$ cat src/rtl/alu_pkg.sv
// Shared opcode encodings, controller state encoding and flag bit positions for alu_seq.
package alu_pkg;

  localparam logic [2:0] OP_AND = 3'b000;
  localparam logic [2:0] OP_OR  = 3'b001;
  localparam logic [2:0] OP_ADD = 3'b010;
  localparam logic [2:0] OP_MUL = 3'b011;
  localparam logic [2:0] OP_SRL = 3'b100;
  localparam logic [2:0] OP_SLL = 3'b101;
  localparam logic [2:0] OP_SUB = 3'b110;
  localparam logic [2:0] OP_XOR = 3'b111;

  typedef enum logic {
    ST_IDLE = 1'b0,
    ST_MUL  = 1'b1
  } alu_state_e;

  localparam int FLAG_Z = 0;
  localparam int FLAG_C = 1;
  localparam int FLAG_V = 2;
  localparam int FLAG_N = 3;
  localparam int FLAG_W = 4;

endpackage

$ cat src/rtl/alu_mul_seq.sv
// Shift-add multiplier: bit 0 of B is consumed on the start edge, one more bit per cycle after.
// done is high for the single cycle in which product holds the complete result.
module alu_mul_seq
  import alu_pkg::*;
#(
  parameter int Bus_Width = 16
) (
  input  logic                   clk,
  input  logic                   reset,
  input  logic                   start,
  input  logic [Bus_Width-1:0]   A,
  input  logic [Bus_Width-1:0]   B,
  output logic                   busy,
  output logic                   done,
  output logic [2*Bus_Width-1:0] product
);

  localparam int Sh_Width = $clog2(Bus_Width);
  localparam logic [Sh_Width-1:0] LAST_STEP = Sh_Width'(Bus_Width - 1);

  logic [2*Bus_Width-1:0] mcand_q, mcand_d, acc_q, acc_d;
  logic [Bus_Width-1:0]   mplier_q, mplier_d;
  logic [Sh_Width-1:0]    cnt_q, cnt_d;
  logic                   busy_q, busy_d;

  always_ff @(posedge clk or posedge reset) begin
    if (reset) begin
      mcand_q  <= '0;
      acc_q    <= '0;
      mplier_q <= '0;
      cnt_q    <= '0;
      busy_q   <= 1'b0;
    end else begin
      mcand_q  <= mcand_d;
      acc_q    <= acc_d;
      mplier_q <= mplier_d;
      cnt_q    <= cnt_d;
      busy_q   <= busy_d;
    end
  end

  always_comb begin
    mcand_d  = mcand_q;
    acc_d    = acc_q;
    mplier_d = mplier_q;
    cnt_d    = cnt_q;
    busy_d   = busy_q;
    if (start) begin
      acc_d    = B[0] ? {{Bus_Width{1'b0}}, A} : '0;
      mcand_d  = {{Bus_Width{1'b0}}, A} << 1;
      mplier_d = B >> 1;
      cnt_d    = '0;
      busy_d   = 1'b1;
    end else if (busy_q) begin
      if (cnt_q == LAST_STEP) begin
        busy_d = 1'b0;
        cnt_d  = '0;
      end else begin
        acc_d    = acc_q + (mplier_q[0] ? mcand_q : '0);
        mcand_d  = mcand_q << 1;
        mplier_d = mplier_q >> 1;
        cnt_d    = cnt_q + 1'b1;
      end
    end
  end

  assign busy    = busy_q;
  assign done    = busy_q && (cnt_q == LAST_STEP);
  assign product = acc_q;

endmodule

$ cat src/rtl/alu_seq.sv
// Registered valid/ready ALU with Z/C/V/N flags; ALU_SEQ_MUL_EN adds the multi-cycle multiply.
// state | meaning: ST_IDLE | accepting ops, ST_MUL | multiply in flight, input stalled
module alu_seq
  import alu_pkg::*;
#(
  parameter int Bus_Width = 16
) (
  input  logic                 clk,
  input  logic                 reset,
  input  logic                 In_Valid,
  output logic                 In_Ready,
  input  logic [Bus_Width-1:0] DataA,
  input  logic [Bus_Width-1:0] DataB,
  input  logic [2:0]           Inst_Sel,
  output logic                 Out_Valid,
  input  logic                 Out_Ready,
  output logic [Bus_Width-1:0] Data_Out,
  output logic                 Zero,
  output logic                 Carry,
  output logic                 Overflow,
  output logic                 Negative
);

  localparam int Sh_Width = $clog2(Bus_Width);
  localparam logic [Bus_Width-1:0] SH_LIMIT = Bus_Width'(Bus_Width);

  logic                 valid_q, valid_d;
  logic [Bus_Width-1:0] data_q, data_d;
  logic [FLAG_W-1:0]    flags_q, flags_d;

  logic                 accept, load_res, shift_oob;
  logic [Bus_Width:0]   wide;
  logic [Bus_Width-1:0] alu_res, res_sel;
  logic                 alu_c, alu_v, c_sel, v_sel;

  assign accept    = In_Valid && In_Ready;
  assign shift_oob = (DataB >= SH_LIMIT);

  always_comb begin
    alu_res = '0;
    alu_c   = 1'b0;
    alu_v   = 1'b0;
    wide    = '0;
    case (Inst_Sel)
      OP_AND: alu_res = DataA & DataB;
      OP_OR:  alu_res = DataA | DataB;
      OP_XOR: alu_res = DataA ^ DataB;
      OP_ADD: begin
        wide    = {1'b0, DataA} + {1'b0, DataB};
        alu_res = wide[Bus_Width-1:0];
        alu_c   = wide[Bus_Width];
        alu_v   = (DataA[Bus_Width-1] == DataB[Bus_Width-1]) &&
                  (alu_res[Bus_Width-1] != DataA[Bus_Width-1]);
      end
      OP_SUB: begin
        // top bit of the widened difference is the borrow
        wide    = {1'b0, DataA} - {1'b0, DataB};
        alu_res = wide[Bus_Width-1:0];
        alu_c   = wide[Bus_Width];
        alu_v   = (DataA[Bus_Width-1] != DataB[Bus_Width-1]) &&
                  (alu_res[Bus_Width-1] != DataA[Bus_Width-1]);
      end
      OP_SRL: alu_res = shift_oob ? '0 : (DataA >> DataB[Sh_Width-1:0]);
      OP_SLL: alu_res = shift_oob ? '0 : (DataA << DataB[Sh_Width-1:0]);
      default: alu_res = '0;
    endcase
  end

`ifdef ALU_SEQ_MUL_EN
  alu_state_e             state_q, state_d;
  logic                   mul_start, mul_busy, mul_done, is_mul;
  logic [2*Bus_Width-1:0] mul_product;

  assign is_mul   = (Inst_Sel == OP_MUL);
  assign In_Ready = (state_q == ST_IDLE) && !mul_busy && (!valid_q || Out_Ready);

  always_ff @(posedge clk or posedge reset) begin
    if (reset) state_q <= ST_IDLE;
    else       state_q <= state_d;
  end

  always_comb begin
    state_d   = state_q;
    mul_start = 1'b0;
    case (state_q)
      ST_IDLE: if (accept && is_mul) begin
        mul_start = 1'b1;
        state_d   = ST_MUL;
      end
      ST_MUL:  if (mul_done) state_d = ST_IDLE;
      default: state_d = ST_IDLE;
    endcase
  end

  alu_mul_seq #(.Bus_Width(Bus_Width)) u_mul (
    .clk     (clk),
    .reset   (reset),
    .start   (mul_start),
    .A       (DataA),
    .B       (DataB),
    .busy    (mul_busy),
    .done    (mul_done),
    .product (mul_product)
  );

  assign load_res = (accept && !is_mul) || ((state_q == ST_MUL) && mul_done);

  always_comb begin
    res_sel = alu_res;
    c_sel   = alu_c;
    v_sel   = alu_v;
    if (state_q == ST_MUL) begin
      res_sel = mul_product[Bus_Width-1:0];
      c_sel   = |mul_product[2*Bus_Width-1:Bus_Width];
      v_sel   = 1'b0;
    end
  end
`else
  assign In_Ready = !valid_q || Out_Ready;
  assign load_res = accept;
  assign res_sel  = alu_res;
  assign c_sel    = alu_c;
  assign v_sel    = alu_v;
`endif

  always_comb begin
    valid_d = valid_q && !Out_Ready;
    data_d  = data_q;
    flags_d = flags_q;
    if (load_res) begin
      valid_d         = 1'b1;
      data_d          = res_sel;
      flags_d[FLAG_Z] = (res_sel == '0);
      flags_d[FLAG_C] = c_sel;
      flags_d[FLAG_V] = v_sel;
      flags_d[FLAG_N] = res_sel[Bus_Width-1];
    end
  end

  always_ff @(posedge clk or posedge reset) begin
    if (reset) begin
      valid_q <= 1'b0;
      data_q  <= '0;
      flags_q <= '0;
    end else begin
      valid_q <= valid_d;
      data_q  <= data_d;
      flags_q <= flags_d;
    end
  end

  assign Out_Valid = valid_q;
  assign Data_Out  = data_q;
  assign Zero      = flags_q[FLAG_Z];
  assign Carry     = flags_q[FLAG_C];
  assign Overflow  = flags_q[FLAG_V];
  assign Negative  = flags_q[FLAG_N];

endmodule

$ cat config.mk
export PLATFORM = sky130hd
export DESIGN_NAME = alu_seq
export DESIGN_NICKNAME = d
export VERILOG_FILES = /design/src/rtl/alu_pkg.sv /design/src/rtl/alu_mul_seq.sv /design/src/rtl/alu_seq.sv
export SDC_FILE = /design/constraint.sdc
export NUM_CORES = 1
export LEC_CHECK = 0
export CAP_MARGIN = 10
export CORE_MARGIN = 2
export CORE_UTILIZATION = 63
export CTS_CLUSTER_DIAMETER = 120
export CTS_CLUSTER_SIZE = 8
export DETAILED_ROUTE_END_ITERATION = 10
export PLACE_DENSITY = 0.89
export RECOVER_POWER = 50
export SLEW_MARGIN = 20
export SYNTH_ARGS = -nofsm -noshare
export SYNTH_HDL_FRONTEND = slang
export SYNTH_SLANG_ARGS = --single-unit
$ cat constraint.sdc
create_clock -name clk -period 5.4 [get_ports clk]
set_input_delay 1.35 -clock clk [delete_from_list [all_inputs] [get_ports clk]]
set_output_delay 1.35 -clock clk [all_outputs]
set_load 0.01 [all_outputs]
==> results.md, run 1 <==
* Ys flop type: dfrtp_1
* Post-DRT Antenna Nets at 0
* Crit path max-delay cell type: clkdlybuf4s50_1
* CTS Hold Buffers Added at 0
* Hold Crit Class: reg2reg
* Reg area at roughly 500 um2
* Hold Startpoint: Data_Out[8]
* CP required at about 5600 ps
* Fmax at 206 MHz
* Share of layout cells above drive strength 1 at a little under an eighth
* IO Pins at 61
* Clk_lat worst skew at ~250 ps
* Post-synth EDFFs at 0
* Leak at 2.37 nW
* Worst reg2reg setup slack at 2760 ps
* #FFs+latches synth at 20
* Fin nets at 800
* Worst-path cell chain: clkdlybuf4s50_1 -> inv_1 -> ha_1 -> and3_1 -> a22o_1 -> nor2_1 -> o31ai_1 -> a221oi_1 -> o21ai_1 -> mux2i_1 -> o21ai_0 -> o41ai_2
* Post-route setup TNS at 0 ps
* DP HPWL at between 10000 and 15000 um
* Fin crit share at 89.7%
* Antenna violations before repair at 0
* Final hold vios at 0
* Chip Width at 93.8 um
* Crit path kind: in2reg
* Clk pin slew, worst setup/hold paths at 70 ps
* Die height at 93.8 um
* GP Congestion at 1.02
* Overall power at between 0.8 and 0.9 mW
* Hold endpoint: Data_Out[8]
* Mapped Cells at ~680
* Most frequent cells in the layout: nor2_1 (74), nand2_1 (70), ha_1 (50)
* Mapped Avg Cell Area at 7.50 um2
* GRT Resource Usage Total at approximately 39%
* Maximum clock path buffer count at 2
* FF-to-FF End: flags_q[0]
* Yosys warns at 0
* Fillers at 653
* Num CTS Buffers at 3
* Dpl ws at approximately 430 ps
* DR WL/cell at ~21 um
* Post-CTS Resized at 0
* Worst path bufs/invs at 2
* Synth cell types at 85
* Final Max Slew Viols at 0
* Fin crit period at 4840 ps
* Synth top area share at 12.3%
* First-pass GRT wire length at between 20000 and 30000 um
* Max-cap viol count at 0
* Port Buf Inserts at 60
* Max stage delay on crit path at 750 ps
* Die Area at 0.00879 mm2
* Setup repair after global routing missed its margin: no
* Vias in the first global route at 5190
* Setup-failing EPs final at 0
* Iteration-0 DRC Markers at 757
* Setup bufs post-CTS at 0
* TritonRoute pass-1 iters at 5
* Row count at 32
* Worst Skew at 3.54 ps
* # DRC at 0
* TritonCTS sink count at 20
* Worst setup SP type: input port
* Crit Path Max Fanout at 11
* Worst slew margin at 30.0%
* Worst r2r src: Out_Valid
* Min Hold Slack at 471 ps
* Syn nets at 768
* Setup crit end kind: flop
* GRT overflow at 0
* Final worst slack at 555 ps
* Mapped Area at between 0.005 and 0.006 mm2
* Worst reg2reg path depth at 10
* Vias/cell at 7.02
* Ys async rst share at 100%
* Synth top area cells: ha_1 (12%), dfrtp_1 (9.9%), mux4_2 (8.9%), nor2_1 (5.5%), nand2_1 (5.2%)
* CTS Root Cell: clkbuf_8
* Core Area at 0.00777 mm2
* WP data arrival at 5000 ps
* Post-synthesis sequential area ratio at 9.86%
* Drt total wl at ~17000 um
* Synthesis-to-finish area growth at 12.7%
* Most common cell after layout, fill and taps aside: nor2_1
* Largest area contributor in the netlist: ha_1
* Starting Density at 65.4%
* Delay-heaviest family, CP: compound AO/OA/AOI/OAI gates
* CTS tree: yes
* Area occupied by multi-input gates at 0.00412 mm2
* Hold path cells at 2
* Worst Max-Slew Pin Slew at 1050 ps
* Largest net degree at the start of global routing at 44
* Worst IR Drop VDD at approximately 0.08 mV
* H-Tree Depth at 1
* Ant diodes at 0
* Status: finished, final reports clean
* Power Dens Cells at 146 mW/mm2
* Vias post-DR at 5677
-- logic make-up (layout without fill, tap and decap cells) --
kind of cell / after synthesis / in the layout / share of synthesized area (%)
XOR/XNOR: 8 / 8 / 1.38
AO/OA/AOI/OAI: 208 / 208 / 28.5
AND/OR/NAND/NOR: 239 / 239 / 22.2
buffers and inverters: 101 / 131 / 9.00
multiplexers: 49 / 49 / 15.9
adder cells (fa/ha/maj): 52 / 52 / 13.1
flip-flops: 20 / 20 / 9.86
-- area by class of cell --
type,count,share of cell area (%)
Tap cell,102,2.23
Multi-Input combinational cell,556,72.0
Clock buffer,3,0.722
Timing Repair Buffer,82,13.3
Sequential cell,20,8.75
Inverter,46,3.02
-- layer usage --
layer  routed length [um]  track usage, %  part of all wire [%]
met5                    0               0                     0
met4                  597            13.8                   3.5
met2                 8040            65.3                    47
met3                 1710            2.57                   9.9
met1                 6890            53.7                    40
-- through the flow --
stage | area, um2 | instances | utilization (%)
3_3_place_gp | 5680 | 806 | 73.1
4_1_cts | 5720 | 809 | 73.7
3_5_place_dp | 5680 | 806 | 73.1
5_1_grt | 5720 | 809 | 73.7
6_report | 5720 | 809 | 73.7
2_1_floorplan | 5080 | 677 | -
-- sequential cells by signal, summed over array words and instances (netlist names) --
name	count
Data_Out	16
Out_Valid	1
flags_q	3
-- power breakdown --
| part | internal (mW) | leakage (nW) | switching, mW |
|---|---|---|---|
| registers | 0.175 | 0.250 | 0.0135 |
| logic | 0.242 | 2.10 | 0.312 |
| clock network | 0.0496 | 0.0216 | 0.0444 |
-- synth_stat cells (3+ instances only) --
cell        n
o221ai_1    3
nor4_1      5
nand3b_1    3
o21a_1      5
buf_1       4
nor3_1     14
a211oi_1    9
o21bai_1    4
buf_4       4
mux2i_1    10
nor2_1     74
and2_1      3
a21oi_1    43
a221oi_1    6
a31oi_1     7
nand2b_1   16
a2bb2oi_1   3
o211ai_1   16
o21ai_0    41
and3_1      6
or3_1       6
dfrtp_1    20
a22o_1      3
inv_1      44
xnor2_1     7
a2111oi_0   6
o21ai_1     4
nand3_1    17
o31ai_1     5
a221o_1     4
o22ai_1     4
ha_1       50
clkbuf_1   27
o311ai_0    3
nand2_1    70
mux4_2     20
a21o_1      7
a22oi_1     4
nor2b_1     8
a211o_1     5
buf_2      16
or2_2       3
mux2_2     12
-- how the worst max path moves through the flow --
stage / start / end / slack (ps) / depth (start not counted)
3_5_place_dp: DataA[4] / flags_q[0] / 430 / 12
5_1_grt: DataA[4] / flags_q[0] / 390 / 12
4_1_cts: DataA[4] / flags_q[0] / 690 / 12
6_report: DataA[4] / flags_q[0] / 560 / 12
2_1_floorplan: DataB[1] / flags_q[0] / 1040 / 13
3_3_place_gp: DataA[4] / flags_q[0] / 540 / 12
-- tightest hold or removal path, delay by kind of cell, from the launching register on --
kind / cells / cell delay, ps
flops: 1 / 340
simple gates: 2 / 110
(Power assumes the default switching activity.)
==> run 2: changes to the inputs <==
--- a/config.mk
+++ b/config.mk
@@ -7,11 +7,11 @@
 export LEC_CHECK = 0
 export CAP_MARGIN = 10
 export CORE_MARGIN = 2
-export CORE_UTILIZATION = 63
+export CORE_UTILIZATION = 53
 export CTS_CLUSTER_DIAMETER = 120
 export CTS_CLUSTER_SIZE = 8
 export DETAILED_ROUTE_END_ITERATION = 10
-export PLACE_DENSITY = 0.89
+export PLACE_DENSITY = 0.79
 export RECOVER_POWER = 50
 export SLEW_MARGIN = 20
 export SYNTH_ARGS = -nofsm -noshare
==> constraint.sdc (replaced) <==
create_clock -name clk -period 4.4 [get_ports clk]
set_input_delay 1.1 -clock clk [delete_from_list [all_inputs] [get_ports clk]]
set_output_delay 1.1 -clock clk [all_outputs]
set_load 0.01 [all_outputs]
==> results.md, run 2 (same netlist as run 1, synthesis figures left out) <==
* Status: finished, final reports clean
* Num CTS Buffers at 3
* GP Congestion at 1.00
* Sw Share at 43.3%
* Max reg flops at 16
* Crit path max-delay cell type: a211oi_2
* CTS tree: yes
* Worst reg2reg setup slack at ~1700 ps
* Clk pwr share at 10.5%
* Chip Width at 102 um
* Overall power at 1.09 mW
* Die height at about 100 um
* Hold path cells at 2
* Final worst slack at 117 ps
* Post-route setup TNS at 0 ps
* Fin crit period at 4280 ps
* First-pass GRT wire length at 28400 um
* Setup crit end kind: flop
* Logic pwr share at 68.3%
* Worst Max-Slew Pin Slew at roughly 730 ps
* DR WL/cell at 20.8 um
* Iteration-0 DRC Markers at around 410
* Ant diodes at 0
* Worst setup SP type: input port
* Worst-path cell chain: clkdlybuf4s50_1 -> clkinv_1 -> ha_1 -> nor2_1 -> o311ai_2 -> a211oi_2 -> a21oi_1 -> mux2_2 -> o311ai_0 -> a221oi_1 -> o2111ai_1 -> o41ai_2
* Worst path bufs/invs at 2
* Final hold vios at 0
* Setup-failing EPs final at 0
* Vias in the first global route at between 5000 and 6000
* Vias post-DR at 5712
* Post-DRT Antenna Nets at 0
* DP HPWL at around 15000 um
* Antenna violations before repair at 0
* Setup crit start: DataB[1]
* TritonCTS sink count at 20
* Starting Density at 54.7%
* Worst reg2reg path depth at 9
* Final Non-Filler Cells at 888
* CTS Root Cell: clkbuf_8
* Max stage delay on crit path at 520 ps
* P_sw at 0.470 mW
* Max-cap viol count at 0
* Clk pin slew, worst setup/hold paths at 60 ps
* Worst slew margin at 50.8%
* GRT overflow at 0
* # DRC at 0
* Die Area at ~0.010 mm2
* TritonRoute pass-1 iters at 5
* Final Max Slew Viols at 0
* Min Hold Slack at 469 ps
* FF-to-FF End: flags_q[0]
* Share of layout cells above drive strength 1 at 18.1%
* Crit Path Max Fanout at 5
* Leak at between 2 and 3 nW
* Synthesis-to-finish area growth at 21.8%
* Hold Startpoint: Data_Out[7]
* Fmax at 233 MHz
* Worst IR Drop VDD at 0.130 mV
* Maximum clock path buffer count at 2
* Clk_lat worst skew at 250 ps
* Worst r2r src: Out_Valid
* Hold Crit Class: reg2reg
* Dpl cells at 884
* Dpl ws at -172 ps
* Port Buf Inserts at 60
* Hold endpoint: Data_Out[7]
* Most frequent cells in the layout: nor2_1 (74), buf_4 (74), nand2_1 (70)
* WP data arrival at between 4000 and 5000 ps
* Drt total wl at 18500 um
* IO Pins at 61
* Pint at 0.615 mW
* CP required at 4550 ps
* Delay-heaviest family, CP: compound AO/OA/AOI/OAI gates
* Fin crit share at 97.3%
* Fin nets at roughly 850
* H-Tree Depth at 1
* Vias/cell at 6.43
* Crit path kind: in2reg
* Core Area at 0.00928 mm2
* Worst Skew at 0.963 ps
* Row count at 35
* Largest net degree at the start of global routing at 33
* Power Dens Cells at 175 mW/mm2
* Reg power frac at 21.2%
* GRT Resource Usage Total at 35.3%
[run 2: cell types whose count changed in the layout (fill, tap and decap cells not counted)]
cell	before	now
o311ai_1	1	0
a21oi_2	0	2
buf_4	22	74
dlygate4sd3_1	12	11
a221oi_1	6	5
a21oi_1	43	41
a2111oi_2	1	0
a211oi_2	0	1
a2111oi_4	0	1
a211oi_1	9	8
o311ai_2	0	1
clkdlybuf4s50_1	47	48
a221oi_2	1	2
[run 2: stage by stage]
stage / util (%) / instance area, um2
2_1_floorplan: - / 5080
3_3_place_gp: 65.7 / 6100
3_5_place_dp: 65.7 / 6100
4_1_cts: 66.1 / 6140
5_1_grt: 66.6 / 6180
6_report: 66.6 / 6180
[run 2: power by group through the flow]
stage | combinational [mW] | sequential [mW] | clock (mW)
global route | 0.797 | 0.233 | 0.121
floorplan | 0.421 | 0.248 | 0
CTS | 0.724 | 0.231 | 0.116
global placement | 0.712 | 0.232 | 0
detailed placement | 0.721 | 0.235 | 0
finish | 0.741 | 0.230 | 0.114
[run 2: worst register-to-register path: stages (launching register included)]
cell and delay [ps]:
dfrtp_1 380, nand2b_1 130, nand2_1 160, a2111oi_0 560
nor3_1 120, or3_1 460, nor2_1 130, and3_1 160
nand4_1 160, o41ai_2 320
[run 2: layer usage]
layer  global-route usage [%]  routed length, um
met5                        0                  0
met4                     12.6                792
met3                     4.72               1730
met2                     59.2               8660
met1                     46.7               7330
[run 2: layout make-up]
class / instances / area (um2)
well taps: 129 / 161
multi-input cells: 556 / 4160
fillers: 837 / 3100
clock buffers: 3 / 41.3
repair buffers: 134 / 1150
inverters: 46 / 173
flip-flops and latches: 20 / 500
[run 2: how the worst max path moves through the flow]
| stage | slack (ps) | depth (start not counted) | endpoint |
|---|---|---|---|
| after CTS | 80 | 12 | flags_q[0] |
| final | 120 | 12 | flags_q[0] |
| after global placement | -6 | 12 | flags_q[0] |
| after floorplan | 290 | 13 | flags_q[0] |
| after detailed placement | -170 | 12 | flags_q[0] |
| after global routing | -30 | 15 | flags_q[0] |
[run 2: timing repair]
| item | 4_1_cts | 5_1_grt |
|---|---|---|
| hold buffers | 0 | 0 |
| gates resized for setup | 0 | 6 |
| setup buffers | 0 | 1 |
| setup endpoints to repair | 0 | 3 |
